**src/rtl/uart_pkg.sv**
```systemverilog
// -----------------------------------------------------------------------------
// uart_pkg
//   Shared definitions for the UART receive path.
//   - rx_state_t      : receiver FSM encodings (IDLE/START/DATA/PARITY/STOP)
//   - OVERSAMPLE_DEF,
//     DATA_BITS_DEF   : default frame geometry
//   - MAJ_LO/MID/HI   : majority sample indices for the default oversample rate.
//                       maj_lo/maj_mid/maj_hi() give the same values for any
//                       other rate.
//   - rx_dec_t        : frame decision handed from the FSM to the output stage
//   - maj3()          : 2-of-3 majority vote
// -----------------------------------------------------------------------------
package uart_pkg;

    typedef enum logic [2:0] {
        IDLE   = 3'd0,
        START  = 3'd1,
        DATA   = 3'd2,
        PARITY = 3'd3,
        STOP   = 3'd4
    } rx_state_t;

    localparam int OVERSAMPLE_DEF = 16;
    localparam int DATA_BITS_DEF  = 8;

    // Bit centre is at OVERSAMPLE/2; vote on the tick before, at and after it.
    localparam int MAJ_MID = OVERSAMPLE_DEF / 2;
    localparam int MAJ_LO  = MAJ_MID - 1;
    localparam int MAJ_HI  = MAJ_MID + 1;

    function automatic int maj_mid(input int os);
        return os / 2;
    endfunction

    function automatic int maj_lo(input int os);
        return os / 2 - 1;
    endfunction

    function automatic int maj_hi(input int os);
        return os / 2 + 1;
    endfunction

    function automatic logic maj3(input logic a, input logic b, input logic c);
        return (a & b) | (a & c) | (b & c);
    endfunction

    // vld: a frame was decided this cycle; ok: its stop bit was 1
    typedef struct packed {
        logic vld;
        logic ok;
    } rx_dec_t;

endpackage

```
**src/rtl/uart_rx_sync.sv**
```systemverilog
// -----------------------------------------------------------------------------
// uart_rx_sync
//   Two-flop synchronizer for an asynchronous, idle-high input, plus a
//   registered falling-edge detect. Both flops reset to 1 so that reset
//   release on an idle line never looks like an edge.
//
//   Ports:
//     clk       in   system clock
//     rst_n     in   asynchronous active-low reset
//     async_in  in   asynchronous input
//     sync_out  out  synchronized level
//     fall      out  1 on the first clk that sync_out reads 0 after a 1
// -----------------------------------------------------------------------------
module uart_rx_sync (
    input  logic clk,
    input  logic rst_n,
    input  logic async_in,
    output logic sync_out,
    output logic fall
);

    logic meta;

    // fall is computed from the same inputs that produce the next sync_out,
    // so the pulse lines up with the first low cycle of sync_out.
    always_ff @(posedge clk or negedge rst_n) begin
        if (!rst_n) begin
            meta     <= 1'b1;
            sync_out <= 1'b1;
            fall     <= 1'b0;
        end else begin
            meta     <= async_in;
            sync_out <= meta;
            fall     <= sync_out & ~meta;
        end
    end

endmodule

```
**src/rtl/uart_rx.sv**
```systemverilog
// -----------------------------------------------------------------------------
// uart_rx
//   8N1 UART receiver. RXD is synchronized, oversampled on sample_tick, and
//   each bit is decided by a 2-of-3 vote around the bit centre. A completed
//   byte is held in rx_data with rx_valid until rx_ack.
//
//   Optional feature macro: UART_RX_PARITY_EN
//     defined   -> adds parity_odd/parity_err and a parity bit after the data
//     undefined -> plain 8N1, neither port exists
//
//   Ports:
//     clk          in   system clock
//     rst_n        in   asynchronous active-low reset
//     sample_tick  in   one-clk pulse at OVERSAMPLE x baud
//     RXD          in   serial line (async, idle high)
//     parity_odd   in   (parity build) 1 = odd parity, 0 = even
//     parity_err   out  (parity build) pulse alongside delivery/overrun
//     rx_data      out  received byte, stable while rx_valid
//     rx_valid     out  byte available, held until rx_ack
//     rx_ack       in   consumer accepts the byte
//     frame_err    out  one-clk pulse: stop bit sampled 0, byte discarded
//     overrun      out  one-clk pulse: new byte dropped, old byte unread
// -----------------------------------------------------------------------------
module uart_rx
    import uart_pkg::*;
#(
    parameter int OVERSAMPLE = OVERSAMPLE_DEF,
    parameter int DATA_BITS  = DATA_BITS_DEF
) (
    input  logic                 clk,
    input  logic                 rst_n,
    input  logic                 sample_tick,
    input  logic                 RXD,
`ifdef UART_RX_PARITY_EN
    input  logic                 parity_odd,
    output logic                 parity_err,
`endif
    output logic [DATA_BITS-1:0] rx_data,
    output logic                 rx_valid,
    input  logic                 rx_ack,
    output logic                 frame_err,
    output logic                 overrun
);

    localparam int TW = $clog2(OVERSAMPLE);
    localparam int BW = (DATA_BITS > 1) ? $clog2(DATA_BITS) : 1;

    localparam logic [TW-1:0] T_LO   = TW'(maj_lo(OVERSAMPLE));
    localparam logic [TW-1:0] T_MID  = TW'(maj_mid(OVERSAMPLE));
    localparam logic [TW-1:0] T_HI   = TW'(maj_hi(OVERSAMPLE));
    localparam logic [TW-1:0] T_LAST = TW'(OVERSAMPLE - 1);
    localparam logic [BW-1:0] B_LAST = BW'(DATA_BITS - 1);

    logic                 rxs;
    logic                 rx_fall;
    rx_state_t            state;
    logic [TW-1:0]        tick_cnt;
    logic [BW-1:0]        bit_cnt;
    logic [DATA_BITS-1:0] shreg;
    logic                 smp_lo;
    logic                 smp_mid;
    rx_dec_t              dec_q;
    logic                 maj;
    logic                 at_hi;
    logic                 wrap;
`ifdef UART_RX_PARITY_EN
    logic                 par_bit;
    logic                 dec_perr;
`endif

    uart_rx_sync u_sync (
        .clk      (clk),
        .rst_n    (rst_n),
        .async_in (RXD),
        .sync_out (rxs),
        .fall     (rx_fall)
    );

    // The third vote is the live sample taken on the decision tick itself.
    assign maj   = maj3(smp_lo, smp_mid, rxs);
    assign at_hi = (tick_cnt == T_HI);
    assign wrap  = (tick_cnt == T_LAST);

    // -------------------------------------------------------------------------
    // Frame FSM. dec_q is a one-cycle strobe carrying the stop-bit outcome to
    // the output stage; shreg is not touched again until the next frame's
    // DATA phase, so the output stage can read it on the following clk.
    // -------------------------------------------------------------------------
    always_ff @(posedge clk or negedge rst_n) begin
        if (!rst_n) begin
            state    <= IDLE;
            tick_cnt <= '0;
            bit_cnt  <= '0;
            shreg    <= '0;
            smp_lo   <= 1'b1;
            smp_mid  <= 1'b1;
            dec_q    <= '0;
`ifdef UART_RX_PARITY_EN
            par_bit  <= 1'b0;
            dec_perr <= 1'b0;
`endif
        end else begin
            dec_q.vld <= 1'b0;
            case (state)
                IDLE: begin
                    // sample_tick is irrelevant here; only the line edge matters
                    if (rx_fall) begin
                        tick_cnt <= '0;
                        state    <= START;
                    end
                end
                default: begin
                    if (sample_tick) begin
                        tick_cnt <= wrap ? '0 : tick_cnt + 1'b1;
                        if (tick_cnt == T_LO)  smp_lo  <= rxs;
                        if (tick_cnt == T_MID) smp_mid <= rxs;

                        case (state)
                            START: begin
                                if (at_hi && maj) begin
                                    state <= IDLE;          // glitch, not a start bit
                                end else if (wrap) begin
                                    state   <= DATA;
                                    bit_cnt <= '0;
                                end
                            end
                            DATA: begin
                                if (at_hi)
                                    shreg <= {maj, shreg[DATA_BITS-1:1]};
                                if (wrap) begin
                                    if (bit_cnt == B_LAST) begin
`ifdef UART_RX_PARITY_EN
                                        state <= PARITY;
`else
                                        state <= STOP;
`endif
                                    end else begin
                                        bit_cnt <= bit_cnt + 1'b1;
                                    end
                                end
                            end
`ifdef UART_RX_PARITY_EN
                            PARITY: begin
                                if (at_hi) par_bit <= maj;
                                if (wrap)  state   <= STOP;
                            end
`endif
                            STOP: begin
                                // Leave at mid-stop so the next start edge is
                                // caught even if the sender's clock runs fast.
                                if (at_hi) begin
                                    state     <= IDLE;
                                    dec_q.vld <= 1'b1;
                                    dec_q.ok  <= maj;
`ifdef UART_RX_PARITY_EN
                                    // XOR over data+parity must equal parity_odd
                                    dec_perr  <= (^shreg) ^ par_bit ^ parity_odd;
`endif
                                end
                            end
                            default: state <= IDLE;
                        endcase
                    end
                end
            endcase
        end
    end

    // -------------------------------------------------------------------------
    // Holding register. An ack arriving on the delivery clk frees the slot in
    // the same cycle, so the new byte replaces the old one without overrun.
    // -------------------------------------------------------------------------
    always_ff @(posedge clk or negedge rst_n) begin
        if (!rst_n) begin
            rx_data    <= '0;
            rx_valid   <= 1'b0;
            frame_err  <= 1'b0;
            overrun    <= 1'b0;
`ifdef UART_RX_PARITY_EN
            parity_err <= 1'b0;
`endif
        end else begin
            frame_err  <= 1'b0;
            overrun    <= 1'b0;
`ifdef UART_RX_PARITY_EN
            parity_err <= 1'b0;
`endif
            if (rx_valid && rx_ack)
                rx_valid <= 1'b0;

            if (dec_q.vld) begin
                if (!dec_q.ok) begin
                    frame_err <= 1'b1;
                end else if (!rx_valid || rx_ack) begin
                    rx_data  <= shreg;
                    rx_valid <= 1'b1;
`ifdef UART_RX_PARITY_EN
                    parity_err <= dec_perr;
`endif
                end else begin
                    overrun <= 1'b1;
`ifdef UART_RX_PARITY_EN
                    parity_err <= dec_perr;
`endif
                end
            end
        end
    end

endmodule
```
**config.mk**
```make
export PLATFORM = sky130hd
export DESIGN_NAME = uart_rx
export DESIGN_NICKNAME = d
export VERILOG_FILES = /design/src/rtl/uart_pkg.sv /design/src/rtl/uart_rx_sync.sv /design/src/rtl/uart_rx.sv
export SDC_FILE = /design/constraint.sdc
export NUM_CORES = 1
export LEC_CHECK = 0
export CAP_MARGIN = 0
export CORE_MARGIN = 3
export CORE_UTILIZATION = 47
export DETAILED_ROUTE_END_ITERATION = 16
export PLACE_DENSITY = 0.7
export RECOVER_POWER = 50
export SYNTH_ARGS = -nofsm -noshare
export SYNTH_HDL_FRONTEND = slang
export SYNTH_SLANG_ARGS = --single-unit
```
**constraint.sdc**
```tcl
create_clock -name clk -period 1.6 [get_ports clk]
set_clock_uncertainty 0.1 [all_clocks]
set_input_delay 0.4 -clock clk [delete_from_list [all_inputs] [get_ports clk]]
set_output_delay 0.4 -clock clk [all_outputs]
set_load 0.005 [all_outputs]
```
### Word level (Yosys, flattened, before mapping)

Index checks and enable logic that the tools add are counted.

* word-level logic and storage cells: 88
* memory bits (writable): 0
* memories kept: 0
* input bits: 5
* ROM bits: 0
* output and inout port bits: 11
* flip-flop bits (word level): 36
* latch bits: 0

* $add $sub $neg: 2
* bitwise logic cells: 8
* shifts and indexed selects: 0
* mux-type cells: 31
* divide/modulo/power cells: 0
* equality and inequality tests: 17
* multiply operators: 0
* reduce and logical (&&, ||, !) cells: 15
* order comparisons: 0

Operators by type and width (count)
* 3-bit 2-to-1 mux: 12
* 4-bit 2-to-1 mux: 4
* 4-bit == test (second input constant): 3
* 1-bit 2-to-1 mux: 9
* 3-bit one-hot mux with 3 select lines: 1
* 3-bit AND reduction: 3
* 2-bit 2-to-1 mux: 4
* 2-bit inequality test (second input constant): 4
* 4-bit AND reduction: 2
* 7-bit AND reduction: 1
* 3-bit == test (second input constant): 2
* 3-bit inequality test (second input constant): 2
* 3-bit one-hot mux with 2 select lines: 1
* 6-bit AND reduction: 1
* 4-bit by 1-bit adder with 4-bit output (second input constant): 1
* 1-bit bitwise AND: 4
* 4-bit by 3-bit == test with 1-bit output (second input constant): 1
* 4-bit inequality test (second input constant): 1
* 2-bit nonzero test: 2
* 3-bit by 1-bit adder with 3-bit output (second input constant): 1
* 3-bit by 1-bit == test with 1-bit output (second input constant): 1
* 3-bit by 2-bit == test with 1-bit output (second input constant): 1
* 3-bit logical NOT: 1
* 3-bit by 2-bit inequality test with 1-bit output (second input constant): 1
* other kinds (7): 10

### Depth between registers and ports, before layout

Gate-level depths: netlist of the first run.

* depth in word-level cells: 8
* gate-level depth with buffers: 5
* gate-level depth less buffers: 5

### Modules after synthesis

From an unflattened synthesis of the first run, not the netlist that was laid out.

* cells, all modules: 123
* area, all modules: 1609.0 um^2

Modules (own cells, without submodules)
* uart_rx: cells an instance 119, sequential area each 828.3 um^2, instances 1, area an instance 1517.7 um^2
* uart_rx_sync: cells an instance 4, sequential area each 77.6 um^2, instances 1, area an instance 91.3 um^2

### Worst setup path after synthesis of the first run

OpenSTA, ideal clock, no wires.

* path kind: register to register
* start point: register bit_cnt[0]
* end point: register state[1]
* setup time: 124 ps
* clock period less this slack: 1611 ps
* path slack: -11 ps
* cell stages (with the launch flop): 6
* buffers on the path: 0
* data arrival time: 1387 ps
* required time: 1376 ps
* cell sequence: dfrtp_1 > ha_1 > ha_1 > or3b_1 > o211ai_1 > o2bb2ai_1

* cells in the longest elaborated chain, start to end: 3

RTL lines
* start: declaration: RTL line uart_rx.sv:58 `logic [BW-1:0] bit_cnt;`
* start signal: assignment: RTL line uart_rx.sv:138 `bit_cnt <= bit_cnt + 1'b1;`
* 3-bit == test: RTL line uart_rx.sv:131 `if (bit_cnt == B_LAST) begin`
* 3-bit inequality test (no line)
* 6-bit AND reduction (no line)
* end signal: assignment: RTL line uart_rx.sv:123 `state <= DATA;`
* end signal: assignment: RTL line uart_rx.sv:135 `state <= STOP;`
* end signal: assignment: RTL line uart_rx.sv:152 `state <= IDLE;`
* end: declaration: RTL line uart_rx.sv:56 `rx_state_t state;`

No other way between the ends.
A chain may end at the register's enable or synchronous reset.

### Final worst setup path of the first run

* start point: register tick_cnt[1]
* end point: register shreg[5]

* cells in the longest elaborated chain, start to end: 2

RTL lines
* start: declaration: RTL line uart_rx.sv:57 `logic [TW-1:0] tick_cnt;`
* start signal: assignment: RTL line uart_rx.sv:114 `tick_cnt <= wrap ? '0 : tick_cnt + 1'b1;`
* 4-bit == test: RTL line uart_rx.sv:81 `assign at_hi = (tick_cnt == T_HI);`
* 4-bit AND reduction (no line)
* end signal: assignment: RTL line uart_rx.sv:129 `shreg <= {maj, shreg[DATA_BITS-1:1]};`
* end: declaration: RTL line uart_rx.sv:59 `logic [DATA_BITS-1:0] shreg;`

No other way between the ends.

==> reports/qor.yml, run 1 <==
detailed_routing:
  drtIter0Drc: 73
  drc: 0
  drt-vias-per-instance: 5.68
  vias: 1243
  wl_per_cell_um: 16.5
  antenna_left: 0
  drtPass1Iterations: 4
  wl_um: 3610
setup_path:
  cp_max_fo: 8
  regToRegSetupSlack_ns: 0.01
  critPathLaunch: "tick_cnt[1]$_DFFE_PN0P_"
  crit_chain: "inv_2 > ha_4 > and3b_2 > nand4_4 > mux2_4"
  max_stage_delay_ns: 0.39
  crit_arrival_ns: 1.65
  startpoint_type: "register"
  endpoint_kind: "register"
  cp_data_required_time_ns: 1.66
  worst_path_max_delay_cell: "dfrtp_1"
  critPathKind: "reg -> reg"
  r2r_start: "tick_cnt[1]$_DFFE_PN0P_"
  reg2reg_depth: 5
sta:
  worstMarginPinSlew_ns: 0.441
  setup_viol: 0
  fin_crit_sh_pct: 99.4
  finalHoldViolCount: 0
  period_needed_ns: 1.59
  rsz0062_at_grt: "yes"
  final.setup.tns_ns: 0
  maxSlewViolCount: 0
  timing.fmax_ghz: 0.629
  timing.slew.headroom_pct: 70.3
run:
  cap_violations: 0
clocking:
  cts_hold_buf: 0
  htree_levels: 2
  path_clk_slew_ns: 0.06
  clock_latency_ns: 0.28
  cts.sinks: 36
  clockBufferDepth: 2
  cts_tree: "built"
  ctsRootBufferMaster: "clkbuf_8"
  cts_buffers: 5
worst_hold_path:
  hold_path_startpoint: "u_sync.meta$_DFF_PN1_"
  holdPathStages: 0
  hold_path_class: "reg -> reg"
synthesis:
  ys_seq_area_share_pct: 52.1
  synth_edf_count: 0
  synth_fp_nets: 149
  syn-instance-count: 139
  synthFlopType: "dfrtp_1"
  syn-cell-area_sq_um: 1740
  netlist-cell-type-count: 45
  synth_area_per_cell_sq_um: 12.5
  ys_ff_latch: 36
  synth_warnings: 0
  async_flop_share_pct: 100
grt:
  first_global_vias: 1181
  grt_pass1_wl_um: 5730
  gr-total-overflow: 0
  grt_max_degree: 37
  antenna_found_initial: 0
  track_usage_pct: 17.1
run_status:
  status: "complete, no violations"
layout:
  n_antenna_cell: 0
  drive_gt1_share_pct: 41.0
  syn_to_final_growth_pct: 28.6
  fill_cells: 261
  fin_nets: 182
  final_util_pct: 65.0
die:
  die_area_sq_um: 4470
  fp.dieH_um: 66.8
  die_w_um: 66.8
  start_util_pct: 50.5
  rows: 21
  core_sq_um: 3440
  io_pins: 16
power:
  p_per_area_nw_per_um2: 1360
  ir_worst_vdd_uv: 674
  p_total_mw: 3.04
  leakagePower_nw: 1.10
placement:
  dp_hpwl_um: 2280
  place.port_buffers: 15
  globalplace.congestion: 0.804
## final cells by class
cell class	instances	area, sq um	area share, %
tap	46	57.6	2.57
sequential	36	908	40.6
timing repair buffer	34	305	13.6
multi-input combinational	91	843	37.7
clock buffer	6	72.6	3.24
inverter	4	15.0	0.671
clock inverter	2	35.0	1.57
## layer usage
metal / vias to the layer above / track usage, % / routed length, um
met3: 4 / 5.40 / 138
met5: - / 0 / 0
met4: 0 / 5.08 / 32
met1: 625 / 23.3 / 1580
li1: 581 / - / -
met2: 33 / 25.9 / 1850
## cell usage in the layout, fill, tap and decap left out, types with 4 or more instances in the layout
master and n:
nand4b_1 4, o211ai_1 4, clkbuf_8 5, dfstp_2 4
mux2_2 18, dfrtp_1 30, nand2_1 6, buf_4 17
dlygate4sd2_1 9
## state kept, by name, indices dropped and copies added (netlist names), 2 cells and up
name and cells:
tick_cnt 4, dec_q 2, shreg 8, rx_data 8, bit_cnt 3, state 3
## synthesized netlist by cell type, types with 4 or more instances
cell type	instances	area, sq um
nand2_1	7	26.3
dfstp_2	4	105
dfrtp_1	32	801
inv_1	4	15.0
o31ai_1	4	30.0
mux2_2	19	214
nand4b_1	4	35.0
o211ai_1	4	30.0
a21oi_1	4	20.0
ha_1	5	62.6
## cell families after synthesis
group / count (synthesis) / synth area share, %
and+or+nand+nor: 42 / 17.4
DFF: 36 / 52.1
AOI/OAI and AO/OA: 23 / 9.50
muxes: 20 / 12.9
buffers and inverters: 12 / 3.88
adders and majority gates: 6 / 4.24
## per-stage QoR
step / hold WS (ns) / std cells / worst slack [ns] / area, sq um
6_report: 0.273 / 219 / 0.00961 / 2240
5_1_grt: 0.283 / 219 / -0.0447 / 2240
4_1_cts: 0.275 / 217 / 0.00115 / 2150
3_5_place_dp: 0.262 / 208 / -0.282 / 2030
3_3_place_gp: 0.257 / 208 / -0.266 / 2030
2_1_floorplan: 0.00441 / 139 / 0.00843 / 1740
## critical path, delay by kind of cell, from the launching register on
kind          cells  cell delay [ns]
fa+ha+maj         1             0.13
buf+inv           1             0.09
flops             1             0.39
mux               1             0.35
simple gates      2             0.41
## report_power, final
part / switching, mW / internal [mW]
registers: 0.135 / 1.05
logic: 0.543 / 0.537
clock network: 0.310 / 0.462
## worst paths after layout
check,end
max in group asynchronous,u_sync.meta$_DFF_PN1_
max reg2reg,shreg[5]$_DFFE_PN0P_
max,shreg[5]$_DFFE_PN0P_
min,u_sync.sync_out$_DFF_PN1_
min in group asynchronous,tick_cnt[2]$_DFFE_PN0P_
min reg2reg,u_sync.sync_out$_DFF_PN1_
## what timing repair did
action,in CTS,in global routing
setup endpoints to repair,21,25
pin swaps,2,2
resized for setup,14,19
setup buffers,1,2
No activity file was read; power rests on OpenSTA's default activity.
==> run 2: changes to the inputs <==
==> constraint.sdc (replaced) <==
create_clock -name clk -period 1.45 [get_ports clk]
set_clock_uncertainty 0.1 [all_clocks]
set_input_delay 0.3625 -clock clk [delete_from_list [all_inputs] [get_ports clk]]
set_output_delay 0.3625 -clock clk [all_outputs]
set_load 0.005 [all_outputs]
==> reports/qor.yml, run 2 (synthesis results as in run 1) <==
clocking:
  cts.sinks: 36  # unchanged
  clockBufferDepth: 2  # unchanged
  clock_latency_ns: 0.28  # about the same
  ctsRootBufferMaster: "clkbuf_8"  # unchanged
  cts_tree: "built"  # unchanged
  cts_hold_buf: 0  # unchanged
  path_clk_slew_ns: 0.07  # was 0.06 ns
  cts_buffers: 5  # unchanged
  htree_levels: 2  # unchanged
layout:
  final_cell_mix: "dfrtp_1 (28), buf_4 (24), mux2_2 (14), dlygate4sd2_1 (13)"  # was dfrtp_1 (30), mux2_2 (18), buf_4 (17), dlygate4sd2_1 (9), nand2_1 (6)
  multi_input_area_sq_um: 892  # was 843 sq um
  final-seq-area_sq_um: 911  # was 908 sq um
  syn_to_final_growth_pct: 31.6  # was 28.6%
  n_antenna_cell: 0  # unchanged
  drive_gt1_share_pct: 47.5  # was 41.0%
  final_util_pct: 66.5  # was 65.0%
  final_common_cell: "dfrtp_1"  # unchanged
  fill_cells: 266  # was 261
  fin_nets: 190  # was 182
  design_area_sq_um: 2290  # was 2240 sq um
  post_layout_nonfiller_instances: 227  # was 219
  reg_top3: "rx_data x8, shreg x8, tick_cnt x4"  # unchanged
power:
  leakagePower_nw: 1.09  # was 1.10 nW
  p_per_area_nw_per_um2: 1440  # was 1360 nW/um^2
  ir_worst_vdd_uv: 1000  # was 674 uV
  p_total_mw: 3.29  # was 3.04 mW
run:
  cap_violations: 0  # unchanged
setup_path:
  critPathBufInv: 0  # was 1
  regToRegSetupSlack_ns: -0.14  # was 0.01 ns
  startpoint_type: "register"  # unchanged
  critPathKind: "reg -> reg"  # unchanged
  crit_arrival_ns: 1.64  # was 1.65 ns
  path_delay_family: "simple AND/OR/NAND/NOR gates"  # unchanged
  endpoint_kind: "register"  # unchanged
  worst_path_max_delay_cell: "or3b_4"  # was dfrtp_1
  crit_chain: "ha_2 > ha_4 > or3b_4 > o211ai_1 > o2bb2ai_1"  # was inv_2 > ha_4 > and3b_2 > nand4_4 > mux2_4
  cp_max_fo: 5  # was 8
  max_stage_delay_ns: 0.41  # was 0.39 ns
  cp_data_required_time_ns: 1.51  # was 1.66 ns
sta:
  timing.fmax_ghz: 0.631  # was 0.629 GHz
  setup_viol: 17  # was 0
  fin_crit_sh_pct: 109  # was 99.4%
  rsz0062_at_grt: "yes"  # unchanged
  finalHoldViolCount: 0  # unchanged
  worstMarginPinSlew_ns: 0.665  # was 0.441 ns
  timing.slew.headroom_pct: 55.7  # was 70.3%
  fin_ws_ns: -0.135  # was 0.00961 ns
  period_needed_ns: 1.59  # about the same
  maxSlewViolCount: 0  # unchanged
die:
  rows: 21  # unchanged
  fp.dieH_um: 66.8  # unchanged
  start_util_pct: 50.5  # unchanged
  io_pins: 16  # unchanged
  die_w_um: 66.8  # unchanged
  die_area_sq_um: 4470  # unchanged
  core_sq_um: 3440  # unchanged
detailed_routing:
  drc: 0  # unchanged
  drtPass1Iterations: 4  # unchanged
  wl_per_cell_um: 15.4  # was 16.5 um
  antenna_left: 0  # unchanged
  vias: 1281  # was 1243
  wl_um: 3500  # was 3610 um
  drt-vias-per-instance: 5.64  # was 5.68
  drtIter0Drc: 67  # was 73
grt:
  gr-total-overflow: 0  # unchanged
  track_usage_pct: 17.0  # was 17.1%
  antenna_found_initial: 0  # unchanged
  grt_max_degree: 25  # was 37
  first_global_vias: 1249  # was 1181
  grt_pass1_wl_um: 5660  # was 5730 um
placement:
  globalplace.congestion: 0.802  # was 0.804
  place.port_buffers: 15  # unchanged
  dp_cells: 214  # was 208
  placed_cell_area_sq_um: 2080  # was 2030 sq um
  dp_hpwl_um: 2420  # was 2280 um
worst_hold_path:
  hold_path_class: "reg -> reg"  # unchanged
run_status:
  status: "finished with violations"  # was complete, no violations
  violations: "negative setup slack"
[run 2: routing by layer]
| metal | global-route usage [%] | vias up | routed length, um |
|---|---|---|---|
| met5 | 0 | - | 0 |
| met2 | 28.0 | 30 | 1780 |
| met3 | 5.73 | 8 | 132 |
| met4 | 5.58 | 0 | 61 |
| met1 | 20.8 | 645 | 1530 |
| li1 | - | 598 | - |
[run 2: timing repair]
| item | in CTS | in global routing |
|---|---|---|
| pin swaps | 2 | 4 |
| buffers inserted | 2 | 3 |
| hold endpoints to repair | 0 | 0 |
| gates resized for setup | 24 | 21 |
| setup endpoints to repair | 38 | 21 |
[run 2: cell type report]
class	count	area share (%)
timing repair buffer	42	14.3
tap	46	2.52
clock buffer	7	3.34
clock inverter	1	0.383
inverter	4	0.656
sequential	36	39.8
multi-input combinational	91	39.0
[run 2: through the flow]
| step | setup TNS, ns | hold WS, ns | setup slack, ns |
|---|---|---|---|
| floorplan | -0.590 | -0.0331 | -0.0595 |
| global placement | -8.96 | 0.257 | -0.404 |
| detailed placement | -9.47 | 0.260 | -0.437 |
| CTS | -1.67 | 0.269 | -0.130 |
| global route | -2.30 | 0.279 | -0.171 |
| finish | -1.47 | 0.268 | -0.135 |
[run 2: worst paths after layout]
kind | start | to | cells past startpoint
max | bit_cnt[1]$_DFFE_PN0P_ | state[1]$_DFFE_PN0P_ | 5
min | u_sync.meta$_DFF_PN1_ | u_sync.sync_out$_DFF_PN1_ | 0
max reg2reg | bit_cnt[1]$_DFFE_PN0P_ | state[1]$_DFFE_PN0P_ | 5
min reg2reg | u_sync.meta$_DFF_PN1_ | u_sync.sync_out$_DFF_PN1_ | 0
max in group asynchronous | rst_n | tick_cnt[0]$_DFFE_PN0P_ | 2
min in group asynchronous | rst_n | rx_data[3]$_DFFE_PN0P_ | 2
[run 2: power breakdown]
group          internal (mW)  switching [mW]  total [mW]
registers               1.17           0.140        1.31
clock network          0.343           0.346       0.689
logic                  0.687           0.612        1.30
total                   2.20            1.10        3.29
